--- src/rtl/cam_encoder.sv ---
// CAM result encoder: walks captured match lines in ascending index order.
// Optional match counter built when CAM_ENCODER_COUNT_EN is defined.
module cam_encoder #(
    parameter int DATA_WIDTH = 32,
    parameter int ADDR_WIDTH = 5,
    parameter int DEPTH      = 1 << ADDR_WIDTH
) (
    input  logic                  clk_i,
    input  logic                  reset_i,
    input  logic                  search_i,
    input  logic [DEPTH-1:0]      match_i,
    input  logic                  next_i,
    output logic                  valid_o,
    output logic                  found_o,
    output logic [ADDR_WIDTH-1:0] index_o,
    output logic                  multi_o,
    output logic                  done_o,
    output logic                  busy_o,
    output logic [ADDR_WIDTH:0]   count_o
);

    if (DATA_WIDTH < 1 || DEPTH != (1 << ADDR_WIDTH)) begin : g_bad_cfg
        $error("cam_encoder: inconsistent DATA_WIDTH/ADDR_WIDTH/DEPTH");
    end

    typedef enum logic {
        S_IDLE,
        S_RESULT
    } state_t;

    state_t                r_state;
    state_t                w_state_nxt;
    logic [DEPTH-1:0]      r_pending;
    logic [DEPTH-1:0]      w_pending_nxt;
    logic                  r_done;
    logic                  w_done_nxt;
    logic [DEPTH-1:0]      w_rest;
    logic [ADDR_WIDTH-1:0] w_index;

    // Pending & (pending-1) drops the lowest set bit: the retire value.
    assign w_rest = r_pending & (r_pending - DEPTH'(1));

    always_comb begin
        w_index = '0;
        for (int k = DEPTH - 1; k >= 0; k--) begin
            if (r_pending[k]) begin
                w_index = ADDR_WIDTH'(k);
            end
        end
    end

    always_ff @(posedge clk_i) begin
        if (reset_i) begin
            r_state   <= S_IDLE;
            r_pending <= '0;
            r_done    <= 1'b0;
        end else begin
            r_state   <= w_state_nxt;
            r_pending <= w_pending_nxt;
            r_done    <= w_done_nxt;
        end
    end

    always_comb begin
        w_state_nxt   = r_state;
        w_pending_nxt = r_pending;
        w_done_nxt    = 1'b0;
        unique case (r_state)
            S_IDLE: begin
                if (search_i) begin
                    w_pending_nxt = match_i;
                    w_state_nxt   = S_RESULT;
                end
            end
            S_RESULT: begin
                if (next_i) begin
                    w_pending_nxt = w_rest;
                    if (w_rest == '0) begin
                        w_state_nxt = S_IDLE;
                        w_done_nxt  = 1'b1;
                    end
                end
            end
            default: begin
                w_state_nxt = S_IDLE;
            end
        endcase
    end

    assign valid_o = (r_state == S_RESULT);
    assign busy_o  = (r_state == S_RESULT);
    assign found_o = valid_o & (|r_pending);
    assign multi_o = valid_o & (|w_rest);
    assign index_o = valid_o ? w_index : '0;
    assign done_o  = r_done;

`ifdef CAM_ENCODER_COUNT_EN
    logic [ADDR_WIDTH:0] r_count;
    logic [ADDR_WIDTH:0] w_popcnt;

    always_comb begin
        w_popcnt = '0;
        for (int k = 0; k < DEPTH; k++) begin
            w_popcnt = w_popcnt + (ADDR_WIDTH + 1)'(match_i[k]);
        end
    end

    always_ff @(posedge clk_i) begin
        if (reset_i) begin
            r_count <= '0;
        end else if (r_state == S_IDLE && search_i) begin
            r_count <= w_popcnt;
        end
    end

    assign count_o = r_count;
`else
    assign count_o = '0;
`endif

endmodule

--- config.mk ---
export PLATFORM = sky130hd
export DESIGN_NAME = cam_encoder
export DESIGN_NICKNAME = d
export VERILOG_FILES = /design/src/rtl/cam_encoder.sv
export SDC_FILE = /design/constraint.sdc
export NUM_CORES = 1
export LEC_CHECK = 0
export ABC_CLOCK_PERIOD_IN_PS = 6330
export BUFFER_PORTS_ARGS = -buffer_cell sky130_fd_sc_hd__buf_2
export CAP_MARGIN = 20
export CORE_UTILIZATION = 55
export CTS_BUF_LIST = sky130_fd_sc_hd__clkbuf_8 sky130_fd_sc_hd__clkbuf_16
export CTS_CLUSTER_DIAMETER = 40
export DETAILED_ROUTE_END_ITERATION = 8
export GPL_ROUTABILITY_DRIVEN = 0
export PLACE_DENSITY = 0.91
export SETUP_SLACK_MARGIN = 0.15
export SLEW_MARGIN = 20
export SYNTH_ARGS = -nofsm -noshare
export SYNTH_HDL_FRONTEND = slang
export SYNTH_SLANG_ARGS = --single-unit
export TNS_END_PERCENT = 5
--- constraint.sdc ---
create_clock -name clk_i -period 6.33 [get_ports clk_i]
set_input_delay 1.266 -clock clk_i [delete_from_list [all_inputs] [get_ports clk_i]]
set_output_delay 1.266 -clock clk_i [all_outputs]
set_load 0.02 [all_outputs]
### Word level (Yosys, flattened, before mapping)

Index checks and enable logic that the tools add are counted.
W data, S select, Z words.

* register bits: 34
* bits in latches: 0
* memory bits (writable): 0
* ROM bits: 0
* input port bits: 36
* output and inout bits: 16
* logic and storage cells: 57
* memories: 0

* $add $sub $neg: 1
* $mul: 0
* divide/modulo/power cells: 0
* $lt $le $gt $ge: 0
* equal/unequal tests: 2
* shift operators: 0
* multiplexer cells: 41
* bitwise gates (word level): 5
* reduce and logical (&&, ||, !) cells: 5

Operators by type and width (count)
* $mux W5: 33
* $mux W32: 2
* $pmux W32 S2: 1
* $reduce_or A32 Y1: 2
* $and A32 B32 Y32: 1
* $logic_not A32 Y1: 1
* $sub A32 B1 Y32 const B: 1
* $mux W1: 4
* $ne A2 B2 Y1 const B: 2
* $reduce_or A3 Y1: 1
* $and A1 B1 Y1: 2
* $not A1 Y1: 2
* $pmux W1 S2: 1
* $reduce_and A2 Y1: 1

### Depth between registers and ports, before layout

* word-level depth: 33
* depth in mapped cells: 8
* mapped depth without buffers: 7

### Least setup slack after synthesis

No wires, ideal clock.

* path kind: register -> output
* start: register r_pending[24]
* end: output port index_o[2]
* data arrival time: 2.390 ns
* required time: 5.064 ns
* setup slack: 2.674 ns
* stages on the path, launching flop included: 7
* buffers on the path: 1
* cells stage by stage: dfxtp_1 > clkbuf_2 > nor4_1 > o41ai_1 > a21oi_1 > o21ai_0 > a2111oi_0

* longest elaborated chain between the ends: 26

Ends and longest elaborated chain
* start, declared: line 33 `logic [DEPTH-1:0] r_pending;`
* start signal, assigned: line 59 `r_pending <= w_pending_nxt;`
* $mux W5 (25 in series): line 46 `if (r_pending[k]) begin`
* $mux W5: line 94 `assign index_o = valid_o ? w_index : '0;`
* end, declared: line 15 `output logic [ADDR_WIDTH-1:0] index_o,`

Every way passes these cells.

### Final worst setup path

* start: register r_pending[0]
* end: output port multi_o

* longest elaborated chain between the ends: 4

Ends and longest elaborated chain
* $sub A32 B1 Y32: line 41 `assign w_rest = r_pending & (r_pending - DEPTH'(1));`
* $and A32 B32 Y32 *: line 41
* $reduce_or A32 Y1 *: line 93 `assign multi_o = valid_o & (|w_rest);`
* $and A1 B1 Y1 *: line 93
* end, declared: line 16 `output logic multi_o,`

Every way passes the cells marked *; elsewhere a longest branch is shown, timed or not.

==> flow_summary.yaml <==
global_route:
  antenna_found_initial: 0
  grt_pass1_vias: 2333
  track_usage: 0.320
  grt_start_max_net_pins: 35
  grt_pass1_wl_mm: 10.9
  grt_overflow: 0
sta:
  rsz0062_at_grt: "false"
  finalCritPeriodShare: 0.658
  fin_tns_setup_ns: 0
  hold_ws_ns: 0.588
  skew_ns: 0.00565
  max_freq_ghz: 0.240
  hold_viol: 0
  slew_viol_final: 0
  layout_setup_ws_ns: 2.16
  setup_viol: 0
  slew-limit-headroom: 0.450
  fin_crit_ns: 4.17
  tightestPinTransition_ns: 0.824
finish:
  fillCellCount: 341
  final_area_sq_um: 2620
  nets: 378
  insertedDiodeCount: 0
  areaGrowthSynthToFinish_pct: 11.6
  drive_gt1_frac: 0.222
detailed_routing:
  drtIter0Drc: 318
  detail_route.wl_per_cell_um: 17.0
  drtAntennaViolNets: 0
  dr_total_vias: 2585
  dr.pass1.iters: 7
  vias_per_cell: 6.58
  drc: 0
  wirelength_mm: 6.68
clocking:
  cts_setup_buffers: 0
  clock-sinks: 34
  clock_latency_ns: 0.29
  cts_resized: 0
  cts_tree: "done"
  clk_pin_slew_ns: 0.07
  cts_made_buffers: 5
  cts.path.max_buffers: 2
  htreeDepth: 2
  hold_buffers: 0
  cts_root_buf: "clkbuf_8"
worst_hold_path:
  worstHoldPathCells: 2
  min_path_type: "reg2reg"
  holdPathEnd: "r_pending[15]"
  hold_start: "r_pending[15]"
critical_path:
  reg2reg_depth: 7
  required_ns: 5.06
  r2r_end: "done_o"
  reg2reg_slack_ns: 3.60
  worstSetupEndpointType: "primary output"
  cp-start-kind: "flop"
  crit_arrival_ns: 2.90
  worst-path-max-fanout: 9
  path_class: "reg2out"
  r2r_start: "r_pending[0]"
synthesis:
  yosysSeqAreaShare: 0.290
  synth.avg_cell_area_sq_um: 7.50
  synth_top_area_share: 0.290
  async_flop_share: 0
  synth_ff_type: "dfxtp_1"
  synth_top_cells_by_count: "nand2_1, a21oi_1, dfxtp_1, nor2_1, o21ai_0"
  synth_top_cell_by_area: "dfxtp_1"
  ys_top_cells_by_area: "dfxtp_1, a21oi_1, nand2_1"
  yosysWarnings: 0
  synth_seq_cells: 34
  synth_cells: 313
  synth-edff-count: 0
  yosysMostFrequentCell: "nand2_1"
  ys_types: 62
  syn-cell-area_sq_um: 2350
floorplanning:
  start_util: 0.578
  row_count: 23
  die_x_um: 67.3
  io_pins: 52
  die_y_um: 67.3
  die_area_sq_um: 4530
  coreArea_sq_um: 4060
placed_design:
  io_buffers: 45
  placed_cell_area_sq_um: 2510
  dp_slack_ns: 2.58
  place_hpwl_mm: 4.68
power_and_ir_drop:
  worst_ir_drop_vdd_mv: 0.161
  p_per_area_nw_per_um2: 238
  p_leak_nw: 1.03
run:
  maxCapViolCount: 0
run_status:
  status: "finished clean"
==> cells by family (layout without fill, tap and decap cells) <==
logic type               Yosys count  in the layout  share of synthesized area
multiplexers                       4              4                     0.0171
AND/OR/NAND/NOR                  120            120                      0.280
buffers and inverters             36             61                     0.0768
adder cells (fa/ha/maj)            2              2                    0.00906
flip-flops                        34             34                      0.290
AO/OA/AOI/OAI                    116            116                      0.326
other                              1              6                    0.00160
==> report_power, final <==
group / internal [W] / leakage (nW) / total, W / switching, W
logic: 0.0000707 / 0.690 / 0.000179 / 0.000109
registers: 0.000227 / 0.279 / 0.000255 / 0.0000286
clock network: 0.000110 / 0.0575 / 0.000189 / 0.0000790
total: 0.000407 / 1.03 / 0.000623 / 0.000216
==> registers in the layout, indices dropped and copies added (netlist names) <==
signal / flops
done_o: 1
busy_o: 1
r_pending: 32
==> layout by cell type (no fill, tap or decap), types with 6 or more instances in the layout <==
master / n
a21boi_0: 8
clkbuf_8: 8
conb_1: 6
dfxtp_1: 34
nor2_1: 31
inv_1: 7
nand2_1: 37
a21oi_1: 36
buf_2: 45
nand3_1: 6
a22oi_1: 10
nor3_1: 10
o21ai_0: 25
==> through the flow <==
step | total power (W) | util | instances
after floorplan | 0.000387 | - | 318
after global placement | 0.000427 | 0.619 | 385
after detailed placement | 0.000431 | 0.619 | 385
after CTS | 0.000622 | 0.646 | 393
after global routing | 0.000653 | 0.646 | 393
final | 0.000623 | 0.646 | 393
==> routing by layer <==
metal,vias to the layer above,track usage,wire [um],part of all wire
met3,39,0.0811,702,0.11
met1,1168,0.416,2680,0.40
met5,-,0,0,0
li1,1204,-,-,-
met2,174,0.474,2970,0.44
met4,0,0.189,322,0.048
==> critical path, stage by stage (launching register included) <==
cell	delay, ns
dfxtp_1	0.39
nor4_4	0.58
nand4_2	0.37
nor3_4	0.35
and2_1	0.21
o21ai_1	0.09
nor4_2	0.37
nor2b_1	0.08
buf_2	0.17
==> how the worst max path moves through the flow <==
stage                        startpoint          to  slack [ns]  cells past startpoint
after floorplan           r_pending[24]  index_o[2]        2.67                      6
after global placement     r_pending[0]     multi_o        2.70                      8
after detailed placement   r_pending[0]     multi_o        2.58                      8
after CTS                  r_pending[0]     multi_o        2.23                      8
after global routing       r_pending[0]     multi_o        2.02                      8
final                      r_pending[0]     multi_o        2.16                      8
==> cell type report <==
cell class                 instances  area (sq um)  share of cell area
tap                               50          62.6              0.0239
clock buffer                       8           110              0.0420
multi-input combinational        248          1510               0.575
timing repair buffer              46           233              0.0888
sequential                        34           681               0.260
inverter                           7          26.3              0.0100
Note: power is estimated with default switching activity, not from simulation.
